<file path="src/rtl/seg_scan_ctrl.sv">
// Two-digit 7-segment controller: serial double-dabble BCD conversion plus digit scan.
// Optional define SEG_LEADING_BLANK_EN blanks the tens digit when it is zero.
module seg_scan_ctrl #(
  parameter int unsigned REFRESH_DIV = 1000
) (
  input  logic       clk,
  input  logic       rst_n,
  input  logic       load,
  input  logic [5:0] bin,
  output logic       busy,
  output logic       done,
  output logic [7:0] bcd_q,
  output logic [1:0] dig_en,
  output logic [6:0] seg
);

  typedef enum logic [1:0] {IDLE, CONV, UPDATE} state_t;

  state_t      state_q, state_d;
  logic [5:0]  shreg_q, shreg_d;
  logic [7:0]  scratch_q, scratch_d;
  logic [7:0]  bcd_d;
  logic [2:0]  iter_q, iter_d;
  logic        done_q, done_d;
  logic [15:0] cnt_q, cnt_d;
  logic [1:0]  dig_q, dig_d;
  logic [7:0]  adj;
  logic [3:0]  nib;

  always_ff @(posedge clk) begin
    if (!rst_n) begin
      state_q   <= IDLE;
      shreg_q   <= '0;
      scratch_q <= '0;
      bcd_q     <= '0;
      iter_q    <= '0;
      done_q    <= 1'b0;
      cnt_q     <= '0;
      dig_q     <= 2'b10;
    end else begin
      state_q   <= state_d;
      shreg_q   <= shreg_d;
      scratch_q <= scratch_d;
      bcd_q     <= bcd_d;
      iter_q    <= iter_d;
      done_q    <= done_d;
      cnt_q     <= cnt_d;
      dig_q     <= dig_d;
    end
  end

  always_comb begin
    state_d   = state_q;
    shreg_d   = shreg_q;
    scratch_d = scratch_q;
    bcd_d     = bcd_q;
    iter_d    = iter_q;
    done_d    = 1'b0;

    // add-3 correction applied before the shift, per nibble, carry discarded
    adj = scratch_q;
    if (adj[3:0] >= 4'd5) adj[3:0] = adj[3:0] + 4'd3;
    if (adj[7:4] >= 4'd5) adj[7:4] = adj[7:4] + 4'd3;

    case (state_q)
      IDLE: begin
        if (load) begin
          shreg_d   = bin;
          scratch_d = '0;
          iter_d    = '0;
          state_d   = CONV;
        end
      end
      CONV: begin
        {scratch_d, shreg_d} = {adj, shreg_q} << 1;
        iter_d = iter_q + 3'd1;
        if (iter_q == 3'd5) state_d = UPDATE;
      end
      UPDATE: begin
        bcd_d   = scratch_q;
        done_d  = 1'b1;
        state_d = IDLE;
      end
      default: state_d = IDLE;
    endcase
  end

  // free-running scan, independent of the conversion FSM
  always_comb begin
    cnt_d = cnt_q + 16'd1;
    dig_d = dig_q;
    if (cnt_q == 16'(REFRESH_DIV - 1)) begin
      cnt_d = '0;
      dig_d = ~dig_q;
    end
  end

  always_comb begin
    nib = dig_q[1] ? bcd_q[7:4] : bcd_q[3:0];
    case (nib)
      4'd0:    seg = 7'b1111110;
      4'd1:    seg = 7'b0110000;
      4'd2:    seg = 7'b1101101;
      4'd3:    seg = 7'b1111001;
      4'd4:    seg = 7'b0110011;
      4'd5:    seg = 7'b1011011;
      4'd6:    seg = 7'b1011111;
      4'd7:    seg = 7'b1110000;
      4'd8:    seg = 7'b1111111;
      4'd9:    seg = 7'b1111011;
      default: seg = 7'b0000000;
    endcase
`ifdef SEG_LEADING_BLANK_EN
    if (dig_q[1] && (bcd_q[7:4] == 4'd0)) seg = 7'b0000000;
`else
`endif
  end

  assign busy   = (state_q != IDLE);
  assign done   = done_q;
  assign dig_en = dig_q;

endmodule

</file>
<file path="config.mk">
export PLATFORM = sky130hd
export DESIGN_NAME = seg_scan_ctrl
export DESIGN_NICKNAME = d
export VERILOG_FILES = /design/src/rtl/seg_scan_ctrl.sv
export SDC_FILE = /design/constraint.sdc
export NUM_CORES = 1
export LEC_CHECK = 0
export ABC_AREA = 1
export CORE_UTILIZATION = 60
export CTS_CLUSTER_SIZE = 28
export DETAILED_ROUTE_END_ITERATION = 7
export MAX_ROUTING_LAYER = met4
export PLACE_DENSITY = 0.9
export SYNTH_ARGS = -nofsm -noshare
export SYNTH_HDL_FRONTEND = slang
export SYNTH_SLANG_ARGS = --single-unit
export TNS_END_PERCENT = 50
</file>
<file path="constraint.sdc">
create_clock -name clk -period 4.3 [get_ports clk]
set_input_delay 0.645 -clock clk [delete_from_list [all_inputs] [get_ports clk]]
set_output_delay 0.645 -clock clk [all_outputs]
set_load 0.01 [all_outputs]
</file>
== Yosys cells after proc, flatten, opt, wreduce, memory -nomap -nowiden ==
Memories as Yosys holds them, arrays and structs flattened.
Cells that the tools add are included.

* Equal/unequal tests: 6
* Order comparisons: 2
* Bitwise logic cells: 2
* Add/subtract/negate cells: 4
* Muxes and demuxes: 13
* Reduce and logical (&&, ||, !) cells: 6

{| class="wikitable"
|+ Operators by type and width
! kind !! count
|-
| adder 16 x 1 -> 16 bit, second input constant || 1
|-
| == test 16 x 10 -> 1 bit, second input constant || 1
|-
| case mux 8 bit (2 select lines) || 1
|-
| case mux 6 bit (2 select lines) || 1
|-
| >= comparator 4 x 3 -> 1 bit, second input constant || 2
|-
| 2-to-1 mux 4 bit || 2
|-
| 2-to-1 mux 8 bit || 1
|-
| 2-to-1 mux 3 bit || 2
|-
| 2-to-1 mux 6 bit || 1
|-
| case mux 3 bit (2 select lines) || 1
|-
| adder 4 x 2 -> 4 bit, second input constant || 1
|-
| 2-to-1 mux 2 bit || 2
|-
| != test 2 bit, second input constant || 2
|-
| case mux 2 bit (2 select lines) || 1
|-
| AND reduction 2 bit || 2
|-
| nonzero test 2 bit || 2
|-
| adder 3 x 1 -> 3 bit, second input constant || 1
|-
| adder 3 x 2 -> 3 bit, second input constant || 1
|-
| == test 3 bit, second input constant || 1
|-
| == test 2 x 1 -> 1 bit, second input constant || 1
|-
| == test 2 bit, second input constant || 1
|-
| zero test 2 bit || 1
|-
| inverter 2 bit || 1
|-
| OR reduction 2 bit || 1
|-
| other kinds (2) || 2
|}

* Memories: 1
* Word-level logic and storage cells: 42
* Register bits after elaboration: 46
* Input port bits: 9
* Bits in read-only memories: 112
* Output and inout bits: 19

{| class="wikitable"
|+ Memories
! memory !! words !! width !! rd ports !! clocked after Yosys merged registers in !! wr ports !! RTL line !! source
|-
| (name not given) || 16 || 7 || 1 || 0 || 0 || 100 || <nowiki>case (nib)</nowiki>
|}

== Longest topological paths before layout ==
* Word-level depth: 3
* Depth in mapped cells: 9
* Mapped depth without buffers: 9

== Worst setup path after synthesis ==
No wires, ideal clock.

* Kind: reg-to-output
* Start: register dig_q[1], in the netlist dig_en[1]
* End: output port seg[1]
* Buffers on the path: 0
* Cell stages (with the launch flop): 10
* Arrival time: 1.740 ns
* Slack: 1.915 ns
* Data required time: 3.655 ns
* Cells stage by stage: dfxtp_1 > inv_1 > or2_2 > o21ai_0 > inv_1 > ha_1 > or2_1 > nand2_1 > nand2_1 > nand2_1

* Longest elaborated chain between the ends: 2

{| class="wikitable"
|+ RTL lines
! what !! RTL line !! source
|-
| start: declaration || 26 || <nowiki>logic [1:0] dig_q, dig_d;</nowiki>
|-
| start signal: assignment || 48 || <nowiki>dig_q <= dig_d;</nowiki>
|-
| 2-to-1 mux 4 bit || 99 || <nowiki>nib = dig_q[1] ? bcd_q[7:4] : bcd_q[3:0];</nowiki>
|-
| memory read (16 x 7 bit) || -- ||
|-
| end: declaration || 14 || <nowiki>output logic [6:0] seg</nowiki>
|}

No other way between the ends.

== Worst setup path after layout ==
* Start: register dig_q[1], in the netlist dig_en[1]
* End: output port seg[0]

The elaborated chain is that of the path after synthesis.

==> impl_metrics.json <==
{
  "status": "complete, no violations",
  "final_hold_viol_count": 0,
  "rsz0062_at_grt": "no",
  "drive_above_1_share": 0.07124,
  "utilization": 0.7454,
  "synth_area_leaders": "dfxtp_1 37%, nand2_1 13%, nor2_1 7.6%",
  "power_leakage_nw": 1.193,
  "r2r_end": "scratch_q[0]$_SDFFE_PN0P_",
  "r2r_cells": 7,
  "postRouteAntennaNets": 0,
  "wire_per_inst_um": 11.57,
  "die_w_um": 66.11,
  "synth_cell_types": 34,
  "slew_headroom": 0.4743,
  "cts-root-buf": "clkbuf_8",
  "worst_setup_path_end_kind": "output port",
  "crit_arrival_ns": 2.64,
  "grt_usage": 0.2611,
  "whs_endpoint": "cnt_q[0]$_SDFF_PP0_",
  "worst_pin_slew_ns": 0.7861,
  "tns_ns": 0,
  "post-route-period-util": 0.7639,
  "power-per-cell-area_nw_per_um2": 279.5,
  "synthToLayoutAreaGrowth_pct": 14.82,
  "peakVddDrop_uv": 203.9,
  "fp.dieH_um": 66.11,
  "place.gp.congestion": 0.8504,
  "antenna_found_initial": 0,
  "max-clock-path-buffers": 2,
  "diodes": 0,
  "grt_max_degree": 22,
  "port_buffers": 27,
  "ys_ff_latch": 46,
  "io-pin-count": 28,
  "avgSynthCellArea_um2": 7.026,
  "grt_pass1_wl_um": 8583,
  "fp.coreArea_um2": 3799,
  "yosysTopAreaCell": "dfxtp_1",
  "nNetsFinal": 400,
  "yosys_warnings": 0,
  "hpwl_um": 3525,
  "crit_required_ns": 3.65,
  "drt_iter0_markers": 154,
  "yosysSeqAreaShare": 0.3734,
  "hold_depth": 1,
  "fmax_ghz": 0.3045,
  "num_vias": 2270,
  "gr-total-overflow": 0,
  "yosysTopAreaCellShare": 0.3734,
  "cp-start-kind": "flop",
  "worstReg2RegStart": "state_q[0]$_SDFFE_PN0P_",
  "setup_viol": 0,
  "viasPerCell": 5.316,
  "cts_setup_buffers": 0,
  "clk_latency_ns": 0.30,
  "slew_viol_final": 0,
  "maxCapViolCount": 0,
  "routed_wl_um": 4940,
  "synth_cells": 351,
  "min_from": "cnt_q[0]$_SDFF_PP0_",
  "cts_resized": 0,
  "drtPass1Iterations": 4,
  "crit_type": "reg2out",
  "path_max_fanout": 7,
  "synthFlopType": "dfxtp_1",
  "grt_pass1_vias": 2050,
  "die_area_um2": 4371,
  "cts-buffers-inserted": 5,
  "htreeDepth": 2,
  "synth-edff-count": 0,
  "syn_nets": 373,
  "skew_ns": 0.006746,
  "yosysMostFrequentCell": "nand2_1",
  "synth_commonest_cells": "86 x nand2_1, 50 x nor2_1, 46 x dfxtp_1, 39 x inv_1",
  "syn_area_um2": 2466,
  "postCtsHoldBufs": 0,
  "worstHoldPathType": "reg2reg",
  "cts_tree": "done",
  "clock-sinks": 46,
  "period_needed_ns": 3.285,
  "start_util": 0.6492,
  "regToRegSetupSlack_ns": 2.80,
  "drc_errors": 0,
  "fillers": 300,
  "cts.clk_slew.worst_paths_ns": 0.09,
  "async_flop_share": 0,
  "rows": 22
}
## metrics by stage
step / hold slack, ns / cells / total power, W / instance area (µm²) / setup slack (ns)
after CTS: 0.4654 / 427 / 0.0007967 / 2831 / 0.9943
final: 0.4614 / 427 / 0.0007913 / 2831 / 1.015
after global placement: 0.4300 / 419 / 0.0005153 / 2733 / 1.431
after floorplan: 0.4175 / 351 / 0.0005044 / 2466 / 1.915
after detailed placement: 0.4473 / 419 / 0.0005175 / 2733 / 1.325
after global routing: 0.4868 / 427 / 0.0008183 / 2831 / 0.7602
## state kept, by name (all words and copies together) (netlist names)
name       count
iter_q         3
scratch_q      8
bcd_q          8
shreg_q        6
dig_en         2
done           1
state_q        2
cnt_q         16
## cells by family (layout without fill, tap and decap cells)
kind of cell	count (synthesis)	count (layout)	share of synthesized area
AND/OR/NAND/NOR	179	179	0.3130
AO/OA/AOI/OAI	57	57	0.1339
buffers and inverters	50	78	0.09234
flip-flops	46	46	0.3734
adder cells (fa/ha/maj)	13	13	0.06596
XOR/XNOR	6	6	0.02131
## cell usage in the layout, fill, tap and decap left out, types with 2 or more instances in the layout
cell type / Yosys / final
nor2_1: 50 / 50
nor3_1: 2 / 2
o21ai_0: 17 / 17
nand2_1: 86 / 86
nand4_1: 8 / 8
xnor2_1: 2 / 2
xor2_1: 4 / 4
a21oi_1: 23 / 23
ha_1: 13 / 13
nand2_2: 2 / 2
o211ai_1: 2 / 2
a21oi_2: 4 / 4
inv_1: 39 / 39
clkdlybuf4s50_1: 0 / 27
clkbuf_8: 0 / 6
o22ai_1: 6 / 6
nand3_1: 23 / 23
o21ai_2: 4 / 4
inv_2: 3 / 3
dfxtp_1: 46 / 46
## worst max-delay path by stage
stage,from,endpoint,slack (ns)
2_1_floorplan,dig_en[1]$_SDFFE_PN1N_,seg[1],1.91
6_report,dig_en[1]$_SDFFE_PN1N_,seg[0],1.02
3_3_place_gp,dig_en[1]$_SDFFE_PN1N_,seg[1],1.43
5_1_grt,dig_en[1]$_SDFFE_PN1N_,seg[0],0.76
3_5_place_dp,dig_en[1]$_SDFFE_PN1N_,seg[0],1.32
4_1_cts,dig_en[1]$_SDFFE_PN1N_,seg[0],0.99
## worst max-delay path, cell delays in order, from the launching register on
cell,delay [ns]
dfxtp_1,0.43
inv_1,0.13
or2_2,0.28
o21ai_0,0.22
inv_1,0.15
ha_1,0.22
or2_1,0.23
nand2_1,0.06
nand2_1,0.04
nand2_1,0.05
clkdlybuf4s50_1,0.53
## area by class of cell
cell class	count	area, µm²	share of cell area
clock inverters	2	16.27	0.005745
flip-flops and latches	46	920.9	0.3252
well taps	48	60.06	0.02121
inverters	43	163.9	0.05789
multi-input cells	255	1318	0.4653
clock buffers	6	82.58	0.02916
repair buffers	27	270.3	0.09545
## power breakdown
| part | internal, W | switching (W) |
|---|---|---|
| Sequential | 0.000437 | 0.00000872 |
| Combinational | 0.0000241 | 0.0000379 |
| Clock | 0.000132 | 0.000151 |
## routing by layer
| metal | up-vias | GRT usage | routed length, µm |
|---|---|---|---|
| li1 | 1180 | - | - |
| met2 | 59 | 0.4375 | 2407 |
| met4 | 0 | 0.1090 | 88 |
| met1 | 1020 | 0.3116 | 2242 |
| met5 | - | - | 0 |
| met3 | 11 | 0.03966 | 202 |
No activity file was read; power rests on OpenSTA's default activity.
